File: config.mk
export PLATFORM = sky130hd
export DESIGN_NAME = alu_sweep_sig
export DESIGN_NICKNAME = d
export VERILOG_FILES = /design/src/rtl/alu_sweep_sig.sv
export SDC_FILE = /design/constraint.sdc
export NUM_CORES = 1
export LEC_CHECK = 0
export ABC_AREA = 0
export BUFFER_PORTS_ARGS = -buffer_cell sky130_fd_sc_hd__clkbuf_2
export CORE_MARGIN = 2
export CORE_UTILIZATION = 47
export DETAILED_ROUTE_END_ITERATION = 10
export PLACE_DENSITY = 0.77
export SETUP_SLACK_MARGIN = 0.05
export SLEW_MARGIN = 20
export SYNTH_ARGS = -nofsm -noshare
export SYNTH_HDL_FRONTEND = slang
export SYNTH_SLANG_ARGS = --single-unit
File: constraint.sdc
create_clock -name master_clk -period 1.85 [get_ports master_clk]
set_input_delay 0.0925 -clock master_clk [delete_from_list [all_inputs] [get_ports master_clk]]
set_output_delay 0.0925 -clock master_clk [all_outputs]
set_load 0.05 [all_outputs]
File: src/rtl/alu_sweep_sig.sv
// Operand-sweep engine: walks every {A, B, carry-in} combination through one
// combinational ALU, folds each response into a MISR and reports pass/fail.
module alu_sweep_sig #(
    parameter int unsigned WIDTH       = 8,
    parameter int unsigned FLAGS_WIDTH = 4,
    parameter int unsigned OPER_WIDTH  = 4,
    parameter int unsigned CARRY_POS   = 0,
    parameter int unsigned SWEEP_B     = 1,
    parameter int unsigned SWEEP_C     = 1,
    parameter int unsigned SIG_WIDTH   = 16,
    parameter logic [SIG_WIDTH-1:0] POLY = 16'h1021
) (
    input  logic                                  master_clk,
    input  logic                                  master_rst_n,
    input  logic                                  start,
    input  logic [OPER_WIDTH-1:0]                 oper_in,
    input  logic [SIG_WIDTH-1:0]                  expected_sig,
    output logic [OPER_WIDTH-1:0]                 alu_oper,
    output logic [WIDTH-1:0]                      alu_a,
    output logic [WIDTH-1:0]                      alu_b,
    output logic [FLAGS_WIDTH-1:0]                alu_flags_in,
    input  logic [WIDTH-1:0]                      alu_out,
    input  logic [FLAGS_WIDTH-1:0]                alu_flags_out,
    output logic                                  busy,
    output logic                                  done,
    output logic                                  pass,
    output logic [SIG_WIDTH-1:0]                  signature,
    output logic [WIDTH*(1+SWEEP_B)+SWEEP_C:0]    vec_count
);

    localparam int unsigned VEC_W    = WIDTH * (1 + SWEEP_B) + SWEEP_C;
    localparam int unsigned CNT_W    = VEC_W + 1;
    localparam int unsigned RESP_W   = FLAGS_WIDTH + WIDTH;
    localparam int unsigned N_CHUNKS = (RESP_W + SIG_WIDTH - 1) / SIG_WIDTH;
    localparam int unsigned PAD_W    = N_CHUNKS * SIG_WIDTH;

    typedef enum logic [1:0] {
        S_IDLE = 2'd0,
        S_RUN  = 2'd1,
        S_DONE = 2'd2
    } state_t;

    state_t                  state_q, state_d;
    logic [VEC_W-1:0]        v_q, v_d;
    logic [OPER_WIDTH-1:0]   oper_q, oper_d;
    logic [SIG_WIDTH-1:0]    sig_q, sig_d;
    logic [CNT_W-1:0]        cnt_q, cnt_d;
    logic                    pass_q, pass_d;
    logic                    busy_q, busy_d;
    logic                    done_q, done_d;

    logic [PAD_W-1:0]        resp_pad;
    logic [SIG_WIDTH-1:0]    fold;
    logic [SIG_WIDTH-1:0]    sig_next;
    logic                    carry_bit;

    // Operand fields come straight from the vector counter: {A, B, C}.
    assign alu_a = v_q[VEC_W-1 -: WIDTH];

    generate
        if (SWEEP_B != 0) begin : g_sweep_b
            assign alu_b = v_q[SWEEP_C +: WIDTH];
        end else begin : g_hold_b
            assign alu_b = '0;
        end
    endgenerate

    assign carry_bit = (SWEEP_C != 0) ? v_q[0] : 1'b0;

    // Only the carry position of the flag vector is ever driven.
    always_comb begin
        alu_flags_in            = '0;
        alu_flags_in[CARRY_POS] = carry_bit;
    end

    // XOR-fold the zero-padded {flags, result} response into one MISR word.
    always_comb begin
        resp_pad = PAD_W'({alu_flags_out, alu_out});
        fold     = '0;
        for (int unsigned i = 0; i < N_CHUNKS; i++) begin
            fold = fold ^ resp_pad[i*SIG_WIDTH +: SIG_WIDTH];
        end
    end

    // One MISR step over the current signature.
    assign sig_next = (sig_q << 1) ^ (sig_q[SIG_WIDTH-1] ? POLY : '0) ^ fold;

    // Next-state and next-output logic.
    always_comb begin
        state_d = state_q;
        v_d     = v_q;
        oper_d  = oper_q;
        sig_d   = sig_q;
        cnt_d   = cnt_q;
        pass_d  = pass_q;
        busy_d  = 1'b0;
        done_d  = 1'b0;
        unique case (state_q)
            S_IDLE: begin
                v_d = '0;
                if (start) begin
                    oper_d  = oper_in;
                    sig_d   = '0;
                    cnt_d   = '0;
                    pass_d  = 1'b0;
                    busy_d  = 1'b1;
                    state_d = S_RUN;
                end
            end
            S_RUN: begin
                sig_d = sig_next;
                cnt_d = cnt_q + CNT_W'(1);
                v_d   = v_q + VEC_W'(1);
                if (v_q == '1) begin
                    // Judge against the final signature so pass is valid alongside done.
                    pass_d  = (sig_next == expected_sig);
                    done_d  = 1'b1;
                    state_d = S_DONE;
                end else begin
                    busy_d = 1'b1;
                end
            end
            S_DONE: begin
                state_d = S_IDLE;
            end
            default: begin
                state_d = S_IDLE;
            end
        endcase
    end

    // State and output registers; reset aborts any sweep in progress.
    always_ff @(posedge master_clk or negedge master_rst_n) begin
        if (!master_rst_n) begin
            state_q <= S_IDLE;
            v_q     <= '0;
            oper_q  <= '0;
            sig_q   <= '0;
            cnt_q   <= '0;
            pass_q  <= 1'b0;
            busy_q  <= 1'b0;
            done_q  <= 1'b0;
        end else begin
            state_q <= state_d;
            v_q     <= v_d;
            oper_q  <= oper_d;
            sig_q   <= sig_d;
            cnt_q   <= cnt_d;
            pass_q  <= pass_d;
            busy_q  <= busy_d;
            done_q  <= done_d;
        end
    end

    assign alu_oper  = oper_q;
    assign signature = sig_q;
    assign vec_count = cnt_q;
    assign pass      = pass_q;
    assign busy      = busy_q;
    assign done      = done_q;

endmodule

==> key figures <==
Pwr
  • Clock power share: 26.9%
  • Maximum VDD drop: 0.922 mV
  • Leakage: 2.02 nW
  • Cell area power density: 1070 nW/µm²
  • Net switching power: 0.00172 W
  • Pwr Total: between 0.004 and 0.005 W
  • Combinational fraction of design power: between 30% and 40%
  • Part of the power in registers: between 30% and 40%
  • Cell internal pwr: 0.00281 W
  • Switching Share: around 38%

Yosys
  • Top_reg_cell synth: dfrtp_1
  • Seq cells post-synth: 60
  • Avg Cell Area, Syn: 10.1 µm²
  • Share of the synthesized area in the top cell type: 46.9%
  • Post-synth top area cell: dfrtp_1
  • Yosys cell types: between 40 and 50
  • Cells after Synth: 317
  • Total number of yosys warnings: 0
  • Synth area leaders: dfrtp_1, o21ai_0, xnor2_1
  • Synth Cell Area: around 3200 µm²
  • Ys async rst share: 100%
  • EDFF count, synth: 0
  • Post-synthesis sequential area ratio: 46.9%

Place
  • PortBufs: 92
  • Placed insts: about 500
  • GPL Wtd Cong: 0.826
  • Pre-CTS setup slack: a little under 0.008 ns
  • Dpl cell area: about 4000 µm²
  • Half-perimeter wire length after placement: approximately 5.3 mm

CTS
  • CTS sink count: 60
  • Reg clk slew, reported paths: 0.07 ns
  • Max Buffers Root-to-Sink: 2
  • TritonCTS clock tree: yes
  • Num CTS Buffers: 9
  • Worst skew pair latency: 0.35 ns
  • CTS Root Cell: clkbuf_8
  • CTS HTree Levels: 3

Worst setup path
  • Crit path max fanout: 2
  • Crit Path Category: reg -> reg
  • Critical Path Start Type: flip-flop
  • CP required: approximately 2.1 ns
  • CP arrival: roughly 2.1 ns
  • Critical Path End Type: flip-flop

Drt
  • Routed Wire Length: 7.43 mm
  • Vias per cell: 5.46
  • Wirelength per Cell: 14.3 µm
  • Antenna Violating Nets Remaining: 0
  • Post-route DRC violation count: 0
  • Pre-antenna DRT Iters: 4
  • DR iter-0 viols: 114
  • Via count: 2844

Floorplan
  • Die Area: 7490 µm²
  • Die Span Y: 86.6 µm
  • Die W: 86.6 µm
  • Top-Level Pins: 96
  • Initial Utilization: around 48%
  • CORE AREA: 6680 µm²
  • FP Rows: 30

STA
  • Final setup margin: around 0.050 ns
  • Final setup viols: 0
  • Final TNS setup: 0 ns
  • Worst Max-Slew Pin Slew: 0.627 ns
  • Relative slew slack: roughly 58%
  • Max Clk Rate: 556 MHz
  • Final Cycle Share: 97.3%
  • Final Critical Period: 1.80 ns
  • RSZ-0062 raised after global routing: yes
  • Final count of pins violating max slew: 0
  • Clock Skews: roughly 0.0096 ns
  • Endpoints failing hold: 0

Global routing
  • Total grt overflow: 0
  • Number of global-route vias before repair: 2623
  • Initial antenna violation count: 0
  • Global-route wire length before repair: between 10 and 15 mm
  • Total track usage: 21.4%
  • Largest net degree at the start of global routing: 40

Run status
  • Outcome: complete, no violations

Cells and area
  • Share of layout cells above drive strength 1: about two fifths
  • Synth-to-layout area growth: 32.8%
  • Fin nets: 474
  • Non-Filler Instances: 521
  • Finished Cell Area: between 4000 and 5000 µm²
  • Number of inserted diodes: 0

Hold path
  • Hold Path Class: in -> reg

Flow run
  • Max_cap viols: 0
-- repair_timing --
| action | in CTS | in global routing |
|---|---|---|
| endpoints found under the setup margin | 1 | 5 |
| hold buffers | 5 | 0 |
| pin swaps | 1 | 5 |
| hold endpoints to repair | 25 | 0 |
| gates resized for setup | 2 | 7 |
| buffers inserted | 0 | 4 |
-- sequential cells by signal (all words and copies together) (netlist names) --
name       cells
alu_oper       4
busy           1
done           1
pass           1
signature     16
state_q        2
v_q           17
vec_count     18
-- cell families after synthesis --
family / Yosys count / synth area share [%]
AND/OR/NAND/NOR: 125 / 20.6
AO/OA/AOI/OAI: 63 / 11.7
flip-flops: 60 / 46.9
XOR/XNOR: 35 / 12.9
buffers and inverters: 19 / 3.01
multiplexers: 11 / 3.67
adder cells (fa/ha/maj): 3 / 1.17
other: 1 / 0.117
-- power groups by stage --
stage	Combinational, W	Sequential [W]	Clock (W)
after floorplan	0.000604	0.00234	0
after global placement	0.00157	0.00174	0
after detailed placement	0.00159	0.00175	0
after CTS	0.00160	0.00173	0.00125
after global routing	0.00168	0.00176	0.00131
final	0.00159	0.00173	0.00122
-- synthesized netlist by cell type, types with 2 or more instances --
cell type  number
or3_1           5
nor4_2          2
dfrtp_1        60
mux2i_1         5
xor3_1          2
nand4_1        11
and2_1          4
or4_1           2
nand3_1        27
xnor2_1        18
buf_2           5
mux2_2          6
and4_1          2
nor3_1          2
buf_4           3
xor2_1         10
a21oi_1        10
xnor3_1         2
a31oi_1         4
clkbuf_1        8
xnor3_2         2
o31ai_1         2
o21ai_0        34
a22o_1          4
nand2b_1        3
nor2_1         14
nor4_1          5
nand3_2         3
and3_1          6
ha_1            3
nand2_1        36
-- cell usage in the layout, fill, tap and decap left out, types with 3 or more instances in the layout --
master         count
clkbuf_2          92
and2_1             4
a22o_1             4
a21oi_1            8
dlygate4sd3_1      5
xor2_1            10
clkbuf_8          12
xnor2_1           18
mux2_2             6
nand2_1           36
nor4_1             4
nand2b_1           3
conb_1             3
a31oi_1            4
dfrtp_1           47
or3_1              4
mux2i_1            5
nor2_1            14
buf_4             26
dfrtp_2           13
nand3_1           27
and3_1             5
o21ai_0           34
nand4_1           11
clkbuf_1           3
-- metrics by stage --
stage	hold slack, ns	util [%]
6_report	0.0553	63.7
5_1_grt	0.0693	63.7
4_1_cts	0.0490	62.7
3_5_place_dp	0.118	58.7
3_3_place_gp	0.113	58.7
2_1_floorplan	-0.203	-
-- critical path, cell delays in order (launching register included) --
cell and delay [ns]:
dfrtp_2 0.39, ha_4 0.15, nand3_4 0.08, nor4_4 0.25, ha_2 0.23, a21boi_2 0.06, or3_4 0.34, o31ai_4 0.21
-- area by class of cell --
class	instances	area, µm²
fill	548	2430
inverter	1	3.75
multi-input combinational	240	1700
sequential	60	1520
timing repair buffer	124	726
clock inverter	1	30.0
tap	80	100
clock buffer	15	176
-- per-layer routing --
| metal | GRT usage (%) | part of all wire, % | up-vias |
|---|---|---|---|
| met3 | 5.24 | 6.3 | 10 |
| met4 | 8.10 | 1.5 | 0 |
| met2 | 32.2 | 49 | 99 |
| li1 | - | - | 1381 |
| met1 | 30.1 | 44 | 1354 |
| met5 | 0 | 0 | - |
-- worst paths after layout --
check                              start            end  slack (ns)  cells after the start
max in group asynchronous   master_rst_n   vec_count[4]        0.96                      3
min                           alu_out[6]   signature[6]        0.06                      3
min reg2reg                vec_count[17]  vec_count[17]        0.48                      1
min in group asynchronous   master_rst_n         v_q[6]        0.28                      2
max reg2reg                       v_q[1]           pass        0.05                      7
max                               v_q[1]           pass        0.05                      7
Note: power is estimated with default switching activity, not from simulation.
